`src/rtl/decode_pipe.sv`:
```
// Pipelined instruction decode stage: valid/ready fetch input, ID/EX output register with
// backpressure, load-use hazard stalling, synchronous flush and illegal-opcode detection.
module decode_pipe #(
  parameter int unsigned DATA_WIDTH       = 32,
  parameter int unsigned ADDR_WIDTH       = 32,
  parameter int unsigned LOAD_USE_BUBBLES = 1,
  parameter int unsigned M_EXT            = 0
) (
  input  logic                  clk,
  input  logic                  rst,
  input  logic                  in_valid,
  output logic                  in_ready,
  input  logic [DATA_WIDTH-1:0] instr,
  input  logic [ADDR_WIDTH-1:0] pc,
  input  logic                  flush,
  output logic                  out_valid,
  input  logic                  out_ready,
  output logic [ADDR_WIDTH-1:0] out_pc,
  output logic                  RegWrite,
  output logic                  MemWrite,
  output logic                  MemRead,
  output logic                  ALUSrc,
  output logic                  PcOp,
  output logic [3:0]            ALUctrl,
  output logic [1:0]            ResultSrc,
  output logic [DATA_WIDTH-1:0] ImmExt,
  output logic [4:0]            rs1,
  output logic [4:0]            rs2,
  output logic [4:0]            rd,
  output logic                  illegal
);

  localparam int unsigned CNT_W = (LOAD_USE_BUBBLES > 1) ? $clog2(LOAD_USE_BUBBLES) + 1 : 1;
  // The cycle the load spends in ID/EX is the first bubble; the counter covers the rest.
  localparam logic [CNT_W-1:0] CNT_RELOAD =
    CNT_W'((LOAD_USE_BUBBLES > 0) ? LOAD_USE_BUBBLES - 1 : 0);

  localparam logic [6:0] OP_LOAD  = 7'h03;
  localparam logic [6:0] OP_IMM   = 7'h13;
  localparam logic [6:0] OP_AUIPC = 7'h17;
  localparam logic [6:0] OP_STORE = 7'h23;
  localparam logic [6:0] OP_REG   = 7'h33;
  localparam logic [6:0] OP_LUI   = 7'h37;
  localparam logic [6:0] OP_BR    = 7'h63;
  localparam logic [6:0] OP_JALR  = 7'h67;
  localparam logic [6:0] OP_JAL   = 7'h6F;

  localparam logic [3:0] ALU_ADD  = 4'b0000;
  localparam logic [3:0] ALU_SUB  = 4'b0001;
  localparam logic [3:0] ALU_AND  = 4'b0010;
  localparam logic [3:0] ALU_OR   = 4'b0011;
  localparam logic [3:0] ALU_XOR  = 4'b0100;
  localparam logic [3:0] ALU_SLT  = 4'b0101;
  localparam logic [3:0] ALU_SLTU = 4'b0110;
  localparam logic [3:0] ALU_SLL  = 4'b0111;
  localparam logic [3:0] ALU_SRL  = 4'b1100;
  localparam logic [3:0] ALU_SRA  = 4'b1101;

  typedef enum logic [2:0] {
    IMM_NONE, IMM_I, IMM_S, IMM_B, IMM_U, IMM_J
  } imm_sel_e;

  typedef struct packed {
    logic [ADDR_WIDTH-1:0] pc;
    logic                  reg_write;
    logic                  mem_write;
    logic                  mem_read;
    logic                  alu_src;
    logic                  pc_op;
    logic [3:0]            alu_ctrl;
    logic [1:0]            result_src;
    logic [DATA_WIDTH-1:0] imm;
    logic [4:0]            rs1;
    logic [4:0]            rs2;
    logic [4:0]            rd;
    logic                  illegal;
  } idex_t;

  function automatic logic [31:0] sign_extend(input logic [31:7] v, input imm_sel_e sel);
    logic [31:0] r;
    case (sel)
      IMM_I:   r = {{20{v[31]}}, v[31:20]};
      IMM_S:   r = {{20{v[31]}}, v[31:25], v[11:7]};
      IMM_B:   r = {{19{v[31]}}, v[31], v[7], v[30:25], v[11:8], 1'b0};
      IMM_U:   r = {v[31:12], 12'b0};
      IMM_J:   r = {{11{v[31]}}, v[31], v[19:12], v[20], v[30:21], 1'b0};
      default: r = 32'b0;
    endcase
    return r;
  endfunction

  // sub_sra selects SUB for funct3=000 and SRA for funct3=101.
  function automatic logic [3:0] alu_dec(input logic [2:0] f3, input logic sub_sra);
    logic [3:0] r;
    case (f3)
      3'b000:  r = sub_sra ? ALU_SUB : ALU_ADD;
      3'b001:  r = ALU_SLL;
      3'b010:  r = ALU_SLT;
      3'b011:  r = ALU_SLTU;
      3'b100:  r = ALU_XOR;
      3'b101:  r = sub_sra ? ALU_SRA : ALU_SRL;
      3'b110:  r = ALU_OR;
      default: r = ALU_AND;
    endcase
    return r;
  endfunction

  logic [6:0]       w_opcode;
  logic [2:0]       w_funct3;
  logic [6:0]       w_funct7;
  logic [4:0]       w_in_rs1;
  logic [4:0]       w_in_rs2;
  logic             w_uses_rs2;
  imm_sel_e         w_imm_sel;
  idex_t            w_dec;
  logic             w_head_hz;
  logic             w_cnt_hz;
  logic             w_hazard;
  logic             w_accept;
  logic             w_issue;
  logic             w_load_issue;

  idex_t            r_q;
  logic             r_valid;
  logic [CNT_W-1:0] r_cnt;
  logic [4:0]       r_pend_rd;

  assign w_opcode   = instr[6:0];
  assign w_funct3   = instr[14:12];
  assign w_funct7   = instr[31:25];
  assign w_in_rs1   = instr[19:15];
  assign w_in_rs2   = instr[24:20];
  assign w_uses_rs2 = (w_opcode == OP_REG) || (w_opcode == OP_STORE) || (w_opcode == OP_BR);

  // Control decode of the incoming instruction
  always_comb begin
    w_dec     = '0;
    w_imm_sel = IMM_NONE;
    w_dec.pc  = pc;
    w_dec.rs1 = w_in_rs1;
    w_dec.rs2 = w_in_rs2;
    w_dec.rd  = instr[11:7];
    case (w_opcode)
      OP_LOAD: begin
        w_dec.reg_write  = 1'b1;
        w_dec.alu_src    = 1'b1;
        w_dec.mem_read   = 1'b1;
        w_dec.result_src = 2'b01;
        w_imm_sel        = IMM_I;
      end
      OP_IMM: begin
        w_dec.reg_write = 1'b1;
        w_dec.alu_src   = 1'b1;
        w_dec.alu_ctrl  = alu_dec(w_funct3, (w_funct3 == 3'b101) && w_funct7[5]);
        w_imm_sel       = IMM_I;
      end
      OP_AUIPC: begin
        w_dec.reg_write = 1'b1;
        w_dec.alu_src   = 1'b1;
        w_imm_sel       = IMM_U;
      end
      OP_STORE: begin
        w_dec.mem_write = 1'b1;
        w_dec.alu_src   = 1'b1;
        w_imm_sel       = IMM_S;
      end
      OP_REG: begin
        w_dec.reg_write = 1'b1;
        if (w_funct7 == 7'b0000001) begin
          if (M_EXT != 0) w_dec.alu_ctrl = {2'b10, w_funct3[1:0]};
          else            w_dec.illegal  = 1'b1;
        end else begin
          w_dec.alu_ctrl = alu_dec(w_funct3, w_funct7[5]);
        end
      end
      OP_LUI: begin
        w_dec.reg_write  = 1'b1;
        w_dec.alu_src    = 1'b1;
        w_dec.result_src = 2'b11;
        w_imm_sel        = IMM_U;
      end
      OP_BR: begin
        w_dec.pc_op    = 1'b1;
        w_dec.alu_ctrl = ALU_SUB;
        w_imm_sel      = IMM_B;
      end
      OP_JALR: begin
        w_dec.reg_write  = 1'b1;
        w_dec.alu_src    = 1'b1;
        w_dec.pc_op      = 1'b1;
        w_dec.result_src = 2'b10;
        w_imm_sel        = IMM_I;
      end
      OP_JAL: begin
        w_dec.reg_write  = 1'b1;
        w_dec.pc_op      = 1'b1;
        w_dec.result_src = 2'b10;
        w_imm_sel        = IMM_J;
      end
      default: w_dec.illegal = 1'b1;
    endcase
    w_dec.imm = DATA_WIDTH'($signed(sign_extend(instr[31:7], w_imm_sel)));
    if (w_dec.illegal) begin
      w_dec.reg_write = 1'b0;
      w_dec.mem_write = 1'b0;
      w_dec.mem_read  = 1'b0;
    end
  end

  // Load-use hazard: a load still in ID/EX, or one that left within the bubble window
  always_comb begin
    w_head_hz = r_valid && r_q.mem_read && (r_q.rd != 5'd0) &&
                ((w_in_rs1 == r_q.rd) || (w_uses_rs2 && (w_in_rs2 == r_q.rd)));
    w_cnt_hz  = (r_cnt != '0) &&
                ((w_in_rs1 == r_pend_rd) || (w_uses_rs2 && (w_in_rs2 == r_pend_rd)));
    w_hazard  = (LOAD_USE_BUBBLES != 0) && in_valid && (w_head_hz || w_cnt_hz);
  end

  assign in_ready     = (!r_valid || out_ready) && !w_hazard && !flush;
  assign w_accept     = in_valid && in_ready;
  assign w_issue      = r_valid && out_ready;
  assign w_load_issue = w_issue && r_q.mem_read && (r_q.rd != 5'd0) && (LOAD_USE_BUBBLES != 0);

  // ID/EX register
  always_ff @(posedge clk or posedge rst) begin
    if (rst) begin
      r_valid <= 1'b0;
      r_q     <= '0;
    end else begin
      if (w_accept) r_q <= w_dec;
      if (flush)         r_valid <= 1'b0;
      else if (w_accept) r_valid <= 1'b1;
      else if (w_issue)  r_valid <= 1'b0;
    end
  end

  // Bubble counter and the destination of the load that armed it
  always_ff @(posedge clk or posedge rst) begin
    if (rst) begin
      r_cnt     <= '0;
      r_pend_rd <= 5'd0;
    end else if (flush) begin
      r_cnt     <= '0;
    end else if (w_load_issue) begin
      r_cnt     <= CNT_RELOAD;
      r_pend_rd <= r_q.rd;
    end else if (r_cnt != '0) begin
      r_cnt     <= r_cnt - CNT_W'(1);
    end
  end

  assign out_valid = r_valid;
  assign out_pc    = r_q.pc;
  assign RegWrite  = r_q.reg_write;
  assign MemWrite  = r_q.mem_write;
  assign MemRead   = r_q.mem_read;
  assign ALUSrc    = r_q.alu_src;
  assign PcOp      = r_q.pc_op;
  assign ALUctrl   = r_q.alu_ctrl;
  assign ResultSrc = r_q.result_src;
  assign ImmExt    = r_q.imm;
  assign rs1       = r_q.rs1;
  assign rs2       = r_q.rs2;
  assign rd        = r_q.rd;
  assign illegal   = r_q.illegal;

endmodule

```
`config.mk`:
```
export PLATFORM = sky130hd
export DESIGN_NAME = decode_pipe
export DESIGN_NICKNAME = d
export VERILOG_FILES = /design/src/rtl/decode_pipe.sv
export SDC_FILE = /design/constraint.sdc
export NUM_CORES = 1
export LEC_CHECK = 0
export CORE_UTILIZATION = 44
export CTS_BUF_LIST = sky130_fd_sc_hd__clkbuf_16
export CTS_CLUSTER_DIAMETER = 50
export DETAILED_ROUTE_END_ITERATION = 6
export HOLD_SLACK_MARGIN = 0.06
export PLACE_DENSITY = 0.8
export SETUP_SLACK_MARGIN = 0.3
export SLEW_MARGIN = 20
export SYNTH_ARGS = -nofsm -noshare
export SYNTH_HDL_FRONTEND = slang
export SYNTH_SLANG_ARGS = --single-unit
```
`constraint.sdc`:
```
create_clock -name clk -period 3.7 [get_ports clk]
set_input_delay 0.37 -clock clk [delete_from_list [all_inputs] [get_ports clk]]
set_output_delay 0.37 -clock clk [all_outputs]
set_load 0.1 [all_outputs]
```
==> results of run 1 <==
final timing paths:
kind	from	endpoint	slack, ns
min	rst	out_pc[30]$_DFFE_PP0P_	0.40
min in group clk	ImmExt[2]$_DFFE_PP0P_	ImmExt[2]$_DFFE_PP0P_	0.51
max in group asynchronous	rst	ImmExt[18]$_DFFE_PP0P_	2.54
max	instr[3]	in_ready	0.61
min reg2reg	ImmExt[2]$_DFFE_PP0P_	ImmExt[2]$_DFFE_PP0P_	0.51
max reg2reg	rd[1]$_DFFE_PP0P_	out_pc[19]$_DFFE_PP0P_	0.90
per-layer routing:
layer  global-route usage [%]  routed length, um  up-vias
met4                    9.476                125        0
met5                        0                  0        -
met2                    38.25               5314      136
met1                    28.43               4553     1640
met3                    7.799                977       10
li1                         -                  -     1537
cells in the mapped netlist, types with 2 or more instances:
cell | n | area [um^2]
inv_1 | 10 | 37.54
mux2_2 | 70 | 788.3
nor2b_1 | 6 | 37.54
a21boi_0 | 2 | 15.01
a31oi_1 | 2 | 12.51
xnor2_1 | 6 | 52.55
buf_6 | 9 | 101.4
xor2_1 | 4 | 35.03
a21oi_1 | 5 | 25.02
o211ai_1 | 2 | 15.01
nor2_1 | 8 | 30.03
a221o_1 | 4 | 40.04
nand2_1 | 42 | 157.7
mux2i_1 | 9 | 90.09
clkbuf_1 | 7 | 26.28
nor3_1 | 4 | 20.02
and3_1 | 2 | 12.51
nand2b_1 | 4 | 25.02
o22a_1 | 12 | 105.1
a211o_1 | 9 | 78.83
o21ai_0 | 8 | 40.04
dfrtp_1 | 92 | 2302
and2_1 | 2 | 12.51
nand3_1 | 4 | 20.02
through the flow:
| stage | power (W) | utilization [%] |
|---|---|---|
| 2_1_floorplan | 0.002272 | - |
| 3_3_place_gp | 0.002653 | 64.03 |
| 3_5_place_dp | 0.002668 | 64.03 |
| 4_1_cts | 0.003736 | 67.79 |
| 5_1_grt | 0.003829 | 67.79 |
| 6_report | 0.003704 | 67.79 |
worst max-delay path: stages:
cell	delay [ns]
clkdlybuf4s50_1	0.55
or4b_1	0.63
a2111o_1	0.45
a21oi_4	0.19
buf_4	0.25
a21boi_2	0.10
buf_12	0.17
cells by family after synthesis:
family,Yosys count,synth area share [%]
DFF,92,54.39
buffers and inverters,26,3.902
and+or+nand+nor,80,9.016
AOI/OAI and AO/OA,53,9.873
muxes,79,20.75
xor gates and xnor gates,10,2.069
final cells by class:
type | count | area, um^2
sequential | 92 | 2302
inverter | 10 | 40.04
clock inverter | 7 | 123.9
fill | 719 | 2990
clock buffer | 9 | 225.2
multi-input combinational | 222 | 1769
tap | 129 | 161.4
timing repair buffer | 166 | 1672
power by group through the flow:
stage,logic (W),clock network [W],registers [W]
floorplan,0.000216,0,0.00206
global placement,0.00144,0,0.00121
detailed placement,0.00145,0,0.00122
CTS,0.00146,0.00108,0.00120
global route,0.00149,0.00112,0.00121
finish,0.00145,0.00106,0.00120
registers in the layout, summed over array words and instances (netlist names), 2 cells and up:
name       count
ImmExt        32
out_pc        32
rd             5
rs1            5
rs2            5
ALUctrl        4
ResultSrc      2
cells in the final DEF (no fill, tap or decap), types with 2 or more instances in the layout:
master,count
a211o_1,9
nand2b_1,4
o21ai_0,8
xor2_1,4
buf_12,2
a21oi_1,5
a221o_1,4
o211ai_1,2
dfrtp_1,92
a31oi_1,2
xnor2_1,6
nand2_1,42
nor3_1,4
mux2i_1,9
buf_4,4
and3_1,2
and2_1,2
clkinv_4,2
clkbuf_16,9
o22a_1,12
mux2_2,70
nor2b_1,6
nor2_1,8
nand3_1,4
inv_1,9
bufinv_16,3
clkdlybuf4s50_1,160
==> impl_metrics.json, run 1 <==
{
  "status": "complete, no violations",
  "postRouteAntennaNets": 0,
  "p_int_w": 0.002172,
  "cts-root-buf": "clkbuf_16",
  "antennaDiodeCount": 0,
  "holdWs_ns": 0.4042,
  "rsz0062_at_grt": "false",
  "cts_buffer_depth": 2,
  "setup_tns_ns": 0,
  "grtUsageTotal_pct": 23.32,
  "drt_pre_antenna_iters": 4,
  "grt_overflow": 0,
  "fin_ws_ns": 0.6106,
  "hold_class": "input port to async pin",
  "dp.cells": 619,
  "worstPathMaxFanout": 17,
  "wl_per_cell_um": 17.28,
  "port_buffers": 161,
  "async_flop_share_pct": 100.0,
  "tritoncts": "yes",
  "maxCapViolCount": 0,
  "comb_power_share_pct": 39.1,
  "switchingPower_w": 0.001532,
  "fin_cells": 635,
  "critPathLaunchType": "input port",
  "yosys_warnings": 0,
  "fin_skew_ns": 0.006141,
  "required_ns": 3.33,
  "drt_iter0_drc": 111,
  "num_rows": 35,
  "irDropWorstVdd_mv": 0.4506,
  "worstRegToRegCells": 6,
  "synth_seq_area_share_pct": 54.39,
  "ctsResizeCount": 0,
  "tightestPinTransition_ns": 1.033,
  "synth-seq-cells": 92,
  "ios": 162,
  "p_leak_nw": 2.690,
  "syn_area_um2": 4233,
  "worst_skew_pair.late_latency_ns": 0.33,
  "slew_violations": 0,
  "syn-num-nets": 409,
  "synth-edff-count": 0,
  "grt_pass1_wl_mm": 17.92,
  "synthFlopType": "dfrtp_1",
  "numCtsBuffers": 9,
  "hold_viol_final": 0,
  "drc": 0,
  "dieArea_um2": 10020,
  "cp-end-kind": "output port",
  "antenna_found_initial": 0,
  "hold_buffers": 0,
  "gp_congestion": 0.8669,
  "critPathKind": "input port to output port",
  "clkPwrFrac_pct": 28.5,
  "clk_pin_slew_ns": 0.06,
  "worstPathArrival_ns": 2.72,
  "start_util_pct": 45.59,
  "max_freq_ghz": 0.3237,
  "area_delta_synth_final_pct": 48.68,
  "cts_setup_buffers": 0,
  "relSlewSlack_pct": 30.89,
  "routed-via-count": 3323,
  "powerDensity_nw_per_um2": 588.5,
  "fin_crit_sh_pct": 83.50,
  "drive_gt1_share_pct": 18.97,
  "fp.dieH_um": 100.1,
  "period_needed_ns": 3.089,
  "cts.sinks": 92,
  "dpl-instance-area_um2": 5944,
  "setup_viol": 0,
  "avgViaCountPerCell": 5.233,
  "grt_max_degree": 67,
  "syn_inst": 340,
  "routed_wl_mm": 10.97,
  "final_nets": 570,
  "synth.distinct_cells": 41,
  "first_global_vias": 3580,
  "power.switching_fraction_pct": 41.37,
  "htreeDepth": 3,
  "seqPwrFrac_pct": 32.3,
  "die-width_um": 100.1,
  "fin_area_um2": 6294,
  "core_um2": 9284,
  "avgSynthCellArea_um2": 12.45,
  "post-place-ws_ns": 0.6418,
  "dp_hpwl_mm": 8.080
}
No activity file was read; power rests on OpenSTA's default activity.
==> run 2, diff against run 1 <==
--- a/config.mk
+++ b/config.mk
@@ -5,12 +5,12 @@
 export SDC_FILE = /design/constraint.sdc
 export NUM_CORES = 1
 export LEC_CHECK = 0
-export CORE_UTILIZATION = 44
+export CORE_UTILIZATION = 40
 export CTS_BUF_LIST = sky130_fd_sc_hd__clkbuf_16
 export CTS_CLUSTER_DIAMETER = 50
 export DETAILED_ROUTE_END_ITERATION = 6
 export HOLD_SLACK_MARGIN = 0.06
-export PLACE_DENSITY = 0.8
+export PLACE_DENSITY = 0.77
 export SETUP_SLACK_MARGIN = 0.3
 export SLEW_MARGIN = 20
 export SYNTH_ARGS = -nofsm -noshare
==> constraint.sdc (replaced) <==
create_clock -name clk -period 2.5 [get_ports clk]
set_input_delay 0.25 -clock clk [delete_from_list [all_inputs] [get_ports clk]]
set_output_delay 0.25 -clock clk [all_outputs]
set_load 0.1 [all_outputs]
==> impl_metrics.json, run 2 (synthesis gave the netlist of run 1 again) <==
{
  "cp_num_buf_inv": 4,
  "tightestPinTransition_ns": 0.6595,
  "setup_tns_ns": 0,
  "hold_viol_final": 0,
  "rsz0062_at_grt": "true",
  "setup_viol": 0,
  "critPathLaunchType": "flop",
  "worst_skew_pair.late_latency_ns": 0.35,
  "ios": 162,
  "p_leak_nw": 3.298,
  "drt_iter0_drc": 184,
  "mostFrequentLayoutCells": "118 x buf_4, 87 x dfrtp_1, 62 x clkdlybuf4s50_1, 44 x mux2_4, 42 x nand2_1",
  "final_nets": 618,
  "slew_violations": 0,
  "drive_gt1_share_pct": 44.40,
  "critical-path-max-stage-delay_ns": 0.48,
  "critPathKind": "flop to flop",
  "route.met3.wl_mm": 1.145,
  "postRouteAntennaNets": 0,
  "required_ns": 2.73,
  "antennaDiodeCount": 0,
  "cts.sinks": 92,
  "num_rows": 37,
  "routed_wl_mm": 12.79,
  "avgViaCountPerCell": 5.204,
  "die-width_um": 104.9,
  "holdPathStages": 2,
  "period_needed_ns": 2.367,
  "worst-path-stages": 9,
  "fin_skew_ns": 0.007026,
  "fin_crit_sh_pct": 94.68,
  "irDropWorstVdd_mv": 0.7162,
  "crit_path_frequent_cell": "buf_6",
  "drc": 0,
  "power_w": 0.005622,
  "grt_overflow": 0,
  "area_delta_synth_final_pct": 63.64,
  "hold_class": "input port to flop",
  "maxCapViolCount": 0,
  "cts-root-buf": "clkbuf_16",
  "core_um2": 10280,
  "antenna_found_initial": 0,
  "worstRegToRegCells": 9,
  "start_util_pct": 41.19,
  "drt_pre_antenna_iters": 4,
  "powerDensity_nw_per_um2": 811.7,
  "port_buffers": 161,
  "first_global_vias": 3601,
  "numCtsBuffers": 9,
  "final_common_cell": "buf_4",
  "htreeDepth": 3,
  "gp_congestion": 0.8360,
  "wl_per_cell_um": 18.53,
  "worstPathMaxFanout": 7,
  "routed-via-count": 3591,
  "crit_path_top_delay_cell": "or4_4",
  "status": "complete, no violations",
  "cp-end-kind": "flop",
  "grt_max_degree": 36,
  "dieArea_um2": 11000,
  "grtUsageTotal_pct": 22.50,
  "wl_met1_mm": 5.170,
  "crit_chain": "or4_4 > o211ai_1 > a21oi_4 > buf_6 > nor2_4 > buf_12 > buf_6 > buf_16 > mux2_2",
  "fp.dieH_um": 104.9,
  "clk_pin_slew_ns": 0.06,
  "highest_layer": "met4",
  "relSlewSlack_pct": 55.94,
  "dp_hpwl_mm": 8.304,
  "cts_buffer_depth": 2,
  "tritoncts": "yes",
  "worstPathArrival_ns": 2.59,
  "critPathTopFamily": "simple AND/OR/NAND/NOR gates",
  "max_freq_ghz": 0.4225,
  "grt_pass1_wl_mm": 18.84,
  "wl_met2_mm": 6.260
}
## run 2: cell count changes in the layout (fill, tap and decap cells not counted), moves of 5 or more
cell	change
mux2_2	-44
dfrtp_1	-5
buf_4	+114
mux2_4	+44
clkdlybuf4s50_1	-98
clkbuf_16	+6
buf_12	+6
dfrtp_2	+5
buf_6	+11
## run 2: layout make-up
| cell class | instances | area, um^2 |
|---|---|---|
| Clock buffer | 9 | 225.2 |
| Clock inverter | 7 | 113.9 |
| Fill cell | 780 | 3351 |
| Inverter | 10 | 41.29 |
| Multi-Input combinational cell | 222 | 1974 |
| Sequential cell | 92 | 2308 |
| Tap cell | 136 | 170.2 |
| Timing Repair Buffer | 214 | 2093 |
## run 2: repair_timing
action | 4_1_cts | 5_1_grt
cloned | 3 | 8
buffers inserted | 10 | 8
pin swaps | 7 | 9
gates resized for setup | 11 | 57
hold buffers | 0 | 0
endpoints found under the setup margin | 76 | 88
## run 2: path summary, 6_finish.rpt
check / slack [ns] / end / from
min reg2reg: 0.51 / ImmExt[14]$_DFFE_PP0P_ / ImmExt[14]$_DFFE_PP0P_
max: 0.13 / rs1[3]$_DFFE_PP0P_ / rd[3]$_DFFE_PP0P_
max in group asynchronous: 1.53 / ImmExt[13]$_DFFE_PP0P_ / rst
min in group asynchronous: 0.36 / out_pc[15]$_DFFE_PP0P_ / rst
max reg2reg: 0.13 / rs1[3]$_DFFE_PP0P_ / rd[3]$_DFFE_PP0P_
min: 0.30 / rs2[4]$_DFFE_PP0P_ / instr[24]
## run 2: through the flow
stage,setup WS (ns),util [%],area (um^2),hold WS [ns],instances
2_1_floorplan,0.1019,-,4258,0.3131,340
6_report,0.1330,67.40,6927,0.2954,690
4_1_cts,0.1511,62.84,6459,0.3691,674
3_3_place_gp,-0.1089,57.74,5934,0.4908,645
5_1_grt,0.08113,67.40,6927,0.3391,690
3_5_place_dp,-0.1320,57.74,5934,0.4970,645
## run 2: metal layers
metal  global-route usage [%]  vias to the layer above
met5                        0                        -
met4                    9.356                        0
met3                    8.671                       19
met2                    36.61                      162
met1                    26.64                     1767
li1                         -                     1643
## run 2: report_power, final
group | switching (W) | internal (W)
clock network | 0.000577 | 0.000974
logic | 0.00164 | 0.000661
registers | 0.000109 | 0.00166
